File: config.mk
export PLATFORM = sky130hd
export DESIGN_NAME = character_plane_console
export DESIGN_NICKNAME = d
export VERILOG_FILES = /design/src/rtl/character_plane_console.sv
export SDC_FILE = /design/constraint.sdc
export NUM_CORES = 1
export LEC_CHECK = 0
export ABC_AREA = 1
export BUFFER_PORTS_ARGS = -buffer_cell sky130_fd_sc_hd__clkbuf_2
export CORE_MARGIN = 2
export CORE_UTILIZATION = 63
export CTS_BUF_LIST = sky130_fd_sc_hd__clkbuf_4 sky130_fd_sc_hd__clkbuf_8
export DETAILED_ROUTE_END_ITERATION = 16
export PLACE_DENSITY = 0.95
export SYNTH_ARGS = -nofsm -noshare
export SYNTH_HDL_FRONTEND = slang
export SYNTH_SLANG_ARGS = --single-unit
export TNS_END_PERCENT = 50
File: constraint.sdc
create_clock -name clock -period 3.89 [get_ports clock]
set_input_delay 0.1945 -clock clock [delete_from_list [all_inputs] [get_ports clock]]
set_output_delay 0.1945 -clock clock [all_outputs]
set_load 0.02 [all_outputs]
File: src/rtl/character_plane_console.sv
// Text console that turns a byte stream of character ids and control codes into
// character-plane writes, sweeping blanks over the plane or over a row when clearing.
module character_plane_console #(
  parameter int          ROWS     = 16,
  parameter int          COLS     = 40,
  parameter logic [7:0]  BLANK_ID = 8'h00
) (
  input  logic       clock,
  input  logic       reset,
  input  logic [7:0] in_data,
  input  logic       in_valid,
  output logic       in_ready,
  output logic [3:0] row,
  output logic [5:0] column,
  output logic [7:0] character_id,
  output logic       we,
  output logic [3:0] cursor_row,
  output logic [5:0] cursor_column,
  output logic       busy
);

  typedef enum logic [1:0] {CLEAR_ALL, IDLE, CLEAR_ROW} state_e;

  localparam logic [7:0] CODE_CLEAR     = 8'h0C;
  localparam logic [7:0] CODE_NEWLINE   = 8'h0A;
  localparam logic [7:0] CODE_BACKSPACE = 8'h08;
  localparam logic [3:0] LAST_ROW       = 4'(ROWS - 1);
  localparam logic [5:0] LAST_COL       = 6'(COLS - 1);

  state_e     state_q;
  logic [3:0] row_q, cursor_row_q, sweep_row_q;
  logic [5:0] col_q, cursor_col_q, sweep_col_q;
  logic [7:0] char_q;
  logic       we_q;
  logic       sweep_done_q;
  logic [3:0] cursor_row_next;

  assign cursor_row_next = (cursor_row_q == LAST_ROW) ? 4'd0 : cursor_row_q + 4'd1;

  // The last sweep write raises sweep_done_q so the block stays busy while that
  // write is on the bus and only returns to IDLE on the following edge.
  // NOTE: every register below is assigned with <= so all updates see pre-edge values.
  always_ff @(posedge clock) begin
    if (!reset) begin
      state_q      <= CLEAR_ALL;
      sweep_row_q  <= 4'd0;
      sweep_col_q  <= 6'd0;
      sweep_done_q <= 1'b0;
      cursor_row_q <= 4'd0;
      cursor_col_q <= 6'd0;
      row_q        <= 4'd0;
      col_q        <= 6'd0;
      char_q       <= BLANK_ID;
      we_q         <= 1'b0;
    end else begin
      we_q <= 1'b0;
      case (state_q)
        CLEAR_ALL, CLEAR_ROW: begin
          if (sweep_done_q) begin
            state_q      <= IDLE;
            sweep_done_q <= 1'b0;
          end else begin
            we_q   <= 1'b1;
            row_q  <= sweep_row_q;
            col_q  <= sweep_col_q;
            char_q <= BLANK_ID;
            if (sweep_col_q == LAST_COL) begin
              sweep_col_q <= 6'd0;
              if (state_q == CLEAR_ROW || sweep_row_q == LAST_ROW) begin
                sweep_done_q <= 1'b1;
              end else begin
                sweep_row_q <= sweep_row_q + 4'd1;
              end
            end else begin
              sweep_col_q <= sweep_col_q + 6'd1;
            end
          end
        end

        IDLE: begin
          if (in_valid) begin
            case (in_data)
              CODE_CLEAR: begin
                state_q      <= CLEAR_ALL;
                sweep_row_q  <= 4'd0;
                sweep_col_q  <= 6'd0;
                sweep_done_q <= 1'b0;
                cursor_row_q <= 4'd0;
                cursor_col_q <= 6'd0;
              end
              CODE_NEWLINE: begin
                // Column 0 of the new row is blanked right away; the sweep resumes at column 1.
                state_q      <= CLEAR_ROW;
                cursor_row_q <= cursor_row_next;
                cursor_col_q <= 6'd0;
                we_q         <= 1'b1;
                row_q        <= cursor_row_next;
                col_q        <= 6'd0;
                char_q       <= BLANK_ID;
                sweep_row_q  <= cursor_row_next;
                sweep_col_q  <= (LAST_COL == 6'd0) ? 6'd0 : 6'd1;
                sweep_done_q <= (LAST_COL == 6'd0);
              end
              CODE_BACKSPACE: begin
                if (cursor_col_q != 6'd0) begin
                  cursor_col_q <= cursor_col_q - 6'd1;
                  we_q         <= 1'b1;
                  row_q        <= cursor_row_q;
                  col_q        <= cursor_col_q - 6'd1;
                  char_q       <= BLANK_ID;
                end else if (cursor_row_q != 4'd0) begin
                  cursor_row_q <= cursor_row_q - 4'd1;
                  cursor_col_q <= LAST_COL;
                  we_q         <= 1'b1;
                  row_q        <= cursor_row_q - 4'd1;
                  col_q        <= LAST_COL;
                  char_q       <= BLANK_ID;
                end
              end
              default: begin
                we_q   <= 1'b1;
                row_q  <= cursor_row_q;
                col_q  <= cursor_col_q;
                char_q <= in_data;
                if (cursor_col_q == LAST_COL) begin
                  state_q      <= CLEAR_ROW;
                  cursor_row_q <= cursor_row_next;
                  cursor_col_q <= 6'd0;
                  sweep_row_q  <= cursor_row_next;
                  sweep_col_q  <= 6'd0;
                  sweep_done_q <= 1'b0;
                end else begin
                  cursor_col_q <= cursor_col_q + 6'd1;
                end
              end
            endcase
          end
        end

        default: state_q <= CLEAR_ALL;
      endcase
    end
  end

  assign in_ready      = (state_q == IDLE);
  assign busy          = (state_q != IDLE);
  assign row           = row_q;
  assign column        = col_q;
  assign character_id  = char_q;
  assign we            = we_q;
  assign cursor_row    = cursor_row_q;
  assign cursor_column = cursor_col_q;

endmodule

Word level (Yosys, flattened, before mapping)
Cells that the tools add are included.

operators by class
  add/sub/neg operators = 6
  $mul = 0
  div/mod/pow operators = 0
  order comparisons = 0
  equality and inequality tests = 23
  shift operators = 0
  multiplexer cells = 54
  bitwise operators = 0
  reductions and logical operators = 15

operators by type and width
  cell                 count
  $mux 6               9
  $mux 4               11
  $pmux 4 s3           3
  $pmux 6 s2           3
  $pmux 6 s3           2
  $mux 8               4
  $eq 8x4->1 const B   3
  $pmux 8 s3           1
  $ne 2x2->1 const B   9
  $pmux 4 s2           2
  $pmux 8 s2           1
  $reduce_and 5->1     3
  $add 6x1->6 const B  2
  $eq 6x6->1 const B   2
  $mux 1               9
  $add 4x1->4 const B  2
  $eq 4x4->1 const B   2
  $pmux 1 s2           4
  $reduce_and 4->1     2
  $reduce_bool 4->1    2
  $reduce_and 7->1     1
  $mux 2               3
  $pmux 2 s3           1
  $reduce_bool 6->1    1
  other kinds (15)     16

word-level totals
  register bits = 42
  latch bits = 0
  memory bits (writable) = 0
  ROM bits = 0
  input bits = 11
  logic and storage cells = 108
  memories = 0

Logic depth before layout (Yosys ltp)
  word-level depth = 6
  mapped depth = 12
  gate-level depth less buffers = 11

Worst setup path after synthesis
Ideal clock, no wire load.

  kind = flip-flop to flip-flop
  start = register cursor_col_q[0], in the netlist cursor_column[0]
  end = register col_q[1], in the netlist column[1]
  library setup time = 113 ps
  arrival time = 1,610 ps
  path slack = 2,167 ps
  stages on the path, launching flop included = 12
  path through = dfxtp_1 inv_1 ha_1 nand3_4 nor2_2 nand2_2 nand2_2 a21oi_2 buf_6 nand3_1 nand2_1 nor2_1

between the ends
  longest elaborated chain between the ends = 5

ends and longest elaborated chain
  element                                                  line      source
  from (decl)                                              32        logic [5:0] col_q, cursor_col_q, sweep_col_q;
  from (signal assigned)                                   106       cursor_col_q <= cursor_col_q - 6'd1;
  from (signal assigned)                                   133       cursor_col_q <= cursor_col_q + 6'd1;
  $sub 6x1->6 / $reduce_bool 6->1 (equally long branches)  109, 105
  $mux 6                                                   105       if (cursor_col_q != 6'd0) begin
  $pmux 6 s3                                               82        case (in_data)
  $mux 6                                                   81        if (in_valid) begin
  $pmux 6 s2                                               57        case (state_q)
  to (signal assigned)                                     65        col_q <= sweep_col_q;
  to (signal assigned)                                     109       col_q <= cursor_col_q - 6'd1;
  to (signal assigned)                                     123       col_q <= cursor_col_q;
  to (decl)                                                32

Parallel ways exist; a longest one is shown, timed or not. The select of a mux whose other input is x is not followed.
A chain may end at the register's enable or synchronous reset.

Worst setup path in the final report
  start = register cursor_row_q[0], in the netlist cursor_row[0]
  end = register row_q[2], in the netlist row[2]

between the ends
  longest elaborated chain between the ends = 6

ends and longest elaborated chain
  element                 line  source
  from (decl)             31    logic [3:0] row_q, cursor_row_q, sweep_row_q;
  from (signal assigned)  94    cursor_row_q <= cursor_row_next;
  from (signal assigned)  112   cursor_row_q <= cursor_row_q - 4'd1;
  from (signal assigned)  127   cursor_row_q <= cursor_row_next;
  $sub 4x1->4             115   row_q <= cursor_row_q - 4'd1;
  $mux 4                  111   end else if (cursor_row_q != 4'd0) begin
  $mux 4                  105
  $pmux 4 s3              82
  $mux 4                  81
  $pmux 4 s2              57
  to (signal assigned)    64    row_q <= sweep_row_q;
  to (signal assigned)    108   row_q <= cursor_row_q;
  to (signal assigned)    115
  to (decl)               31

Parallel ways exist; a longest one is shown, timed or not. The select of a mux whose other input is x is not followed.

==> results by group <==
Synthesis
  • Netlist cell types: 39
  • Cell taking the most area after synthesis: dfxtp_1
  • Top cells by area, synth: dfxtp_1, nand2_1, nor2_1, nand3_1, o21ai_0
  • Seq/Total Area, Yosys: 0.302
  • Avg Synthesized Cell Area: 6.57 um2
  • Yosys warns: 0
  • Post-Syn Nets: 442
  • Synth top area share: 0.302
  • Syn Inst Count: approximately 420
  • Cell Area, Synth: 0.00279 mm2
  • Yosys reg bits: 42

Route
  • Pre-antenna DRT Iters: 5
  • Post-DRT Antenna Nets: 0
  • 1st-iter DRT viols: 360
  • DR WL/cell: between 10 and 15 um
  • Final wirelength: 7240 um
  • Vias per cell: 5.76
  • Via count: 2925
  • DRC Markers: 0

Final layout
  • Area grow syn2layout: 9.03%
  • Final Non-Filler Cells: 508
  • Ant. Diodes: 0
  • FF/Latch Area: between 800 and 900 um2
  • Fillers: 370
  • # nets final: 473
  • Multi-input logic area: 0.00166 mm2
  • Fraction of layout cells with a size suffix above 1: 0.191

Hold path
  • End of the worst hold path: character_id[3]
  • Hold Path Origin: in_data[3]
  • Worst Hold Depth: 3
  • Min-delay worst type: input pin to flop

Floorplanning
  • Die H: 70.5 um
  • Die area: ~0.0050 mm2
  • IO Pins: 42
  • Site Rows: 24
  • Placeable Area: 0.00429 mm2
  • Die Width: 70.5 um
  • Initial Utilization: 0.649

Power and ir drop
  • VDD IR max: around 0.15 mV
  • Clk pwr share: 0.386
  • Leak: 0.00143 uW
  • Switching portion of total power: 0.264
  • Sw power: 207 uW
  • PwrDens: 258 mW/mm2
  • Logic pwr share: 0.055
  • Internal power: 578 uW
  • Flop pwr share: 0.559

Clock network
  • Clock Sinks: 42
  • Total CTS buffers: 5
  • Deepest clock path buffer count: 2
  • CTS H-Tree Depth: 2
  • Clock Root Buffer: clkbuf_8
  • CTS tree: done
  • Post-CTS sizing: 0
  • Post-CTS Repair Setup Buffers: 0
  • Clk pin slew, worst setup/hold paths: around 90 ps
  • Cts hold-fix bufs: 0
  • Skew-Pair Late Insertion Delay: 320 ps

Critical path
  • CP max stage delay: 740 ps
  • Startpoint Class: flop
  • Crit-path cells: inv_1, ha_1, nand3_1, nor2_2, nand2_2, nand2_2, a21oi_2, nand3_1, a21oi_2
  • CP Data Arrival Time: roughly 2500 ps
  • Cell family with most CP delay: compound AO/OA/AOI/OAI gates
  • Reg2reg path depth: 9
  • Reg2Reg Capture Point: row[2]
  • FF-to-FF setup slack: between 1500 and 2000 ps
  • Critical path's slowest cell: a21oi_2
  • WP data required: 4130 ps
  • CP Capture Type: flop
  • Crit path from: cursor_row[0]
  • Bufs and invs on worst path: 1
  • Worst r2r src: cursor_row[0]
  • Crit path max fanout: 20
  • CP Class: flop to flop

Global routing
  • Largest net degree at the start of global routing: 31
  • Vias in the first global route: 2619
  • Initial antenna violation count: 0
  • First-pass GRT wire length: 12100 um
  • Total gr overflow: 0
  • GRT Resource Usage Total: 0.301

STA
  • Max-slew violations: 0
  • Least-Margin Pin Slew: 927 ps
  • Slew HR: 0.382
  • Final Skew: 14.9 ps
  • Final TNS setup: 0 ps
  • RSZ-0062 raised after global routing: false
  • Final Cycle Share: 0.587
  • Fmax: 438 MHz
  • Final Worst Setup Slack: 1610 ps
  • Post-route minimum period: 2280 ps
  • Fin. Hold Viols: 0
  • Final setup vio count: 0

Run
  • Number of max-cap violations: 0

Outcome
  • Status: finished, final reports clean

Placed design
  • Hpwl dp: between 5000 and 6000 um
  • IO Port Bufs: 41
  • RD Place Congestion: 0.923
  • DP Worst Slack: 1660 ps
  • # placed instances: 500
-- layout by cell type (no fill, tap or decap), drive strengths merged --
master	count
xnor2	1
nand4	3
clkinvlp	2
o211ai	3
a21oi	22
nor2	79
o21ai	39
inv	43
clkinv	2
or2	4
nor3	4
nand2	92
o22ai	6
clkbuf	46
o21bai	1
nand3	48
ha	7
a31oi	4
nor3b	1
xor2	7
dfxtp	42
-- state kept, by name, indices dropped and copies added (netlist names) --
signal and cells:
row 4, we 1, cursor_row 4, cursor_column 6
sweep_done_q 1, column 6, sweep_row_q 4, state_q 2
character_id 8, sweep_col_q 6
-- power groups by stage --
stage / clock network, uW / registers, uW / logic [uW]
finish: 303 / 439 / 43.0
floorplan: 0 / 450 / 25.2
detailed placement: 0 / 449 / 42.3
global placement: 0 / 448 / 39.9
CTS: 305 / 439 / 42.5
global route: 321 / 439 / 47.7
-- cells in the mapped netlist --
| master | n |
|---|---|
| o21ai_0 | 35 |
| clkinv_4 | 1 |
| nand3_4 | 1 |
| xor2_1 | 7 |
| o21ai_1 | 4 |
| a21oi_2 | 3 |
| buf_6 | 2 |
| dfxtp_1 | 42 |
| or2_2 | 3 |
| buf_2 | 5 |
| ha_1 | 7 |
| a31oi_1 | 4 |
| o22ai_1 | 6 |
| nor2_4 | 6 |
| inv_2 | 5 |
| nor2_2 | 1 |
| nor2_1 | 71 |
| nand2_4 | 2 |
| xnor2_1 | 1 |
| nor3_1 | 4 |
| nand3_2 | 1 |
| clkinv_1 | 1 |
| o211ai_1 | 3 |
| nand2_2 | 12 |
| inv_1 | 37 |
| a21oi_1 | 18 |
| nand4_1 | 2 |
| or2_1 | 1 |
| clkbuf_1 | 3 |
| nand3_1 | 46 |
| buf_1 | 2 |
| nand2_1 | 78 |
| nor2_8 | 1 |
| buf_8 | 1 |
| o21bai_1 | 1 |
| buf_4 | 4 |
| nand4_2 | 1 |
| nor3b_1 | 1 |
| a21oi_4 | 1 |
-- how the worst max path moves through the flow --
stage / endpoint / slack (ps) / depth (start not counted)
3_5_place_dp: row[2] / 1660 / 9
2_1_floorplan: column[1] / 2170 / 11
4_1_cts: row[2] / 1620 / 9
5_1_grt: row[2] / 1350 / 9
6_report: row[2] / 1610 / 9
3_3_place_gp: row[2] / 1780 / 9
-- through the flow --
stage | hold WS [ps] | util | total power (uW) | area [um2]
floorplan | 347 | - | 476 | 2790
global placement | 453 | 0.686 | 488 | 2950
detailed placement | 477 | 0.686 | 491 | 2950
CTS | 181 | 0.707 | 786 | 3040
global route | 210 | 0.707 | 808 | 3040
finish | 187 | 0.707 | 785 | 3040
-- logic make-up after synthesis --
family / synth area share
DFF: 0.302
AOI/OAI and AO/OA: 0.151
and+or+nand+nor: 0.390
adders and majority gates: 0.0314
buffers and inverters: 0.101
xor gates and xnor gates: 0.0251
-- final cells by class --
type                            instances  share of cell area
Clock buffer                            5              0.0227
Clock inverter                          3             0.00783
Inverter                               44              0.0560
Multi-Input combinational cell        321               0.548
Sequential cell                        42               0.277
Tap cell                               52              0.0214
Timing Repair Buffer                   41              0.0675
-- worst reg2reg max path, stage by stage (launching register included) --
cell	delay [ps]
dfxtp_1	450
inv_1	180
ha_1	230
nand3_1	100
nor2_2	60
nand2_2	50
nand2_2	70
a21oi_2	740
nand3_1	190
a21oi_2	160
-- metal layers --
metal | global-route usage | part of all wire | routed length (um)
met5 | 0 | 0 | 0
met1 | 0.380 | 0.42 | 3020
met4 | 0.128 | 0.026 | 186
met2 | 0.499 | 0.48 | 3490
met3 | 0.0620 | 0.074 | 535
(Power assumes the default switching activity.)
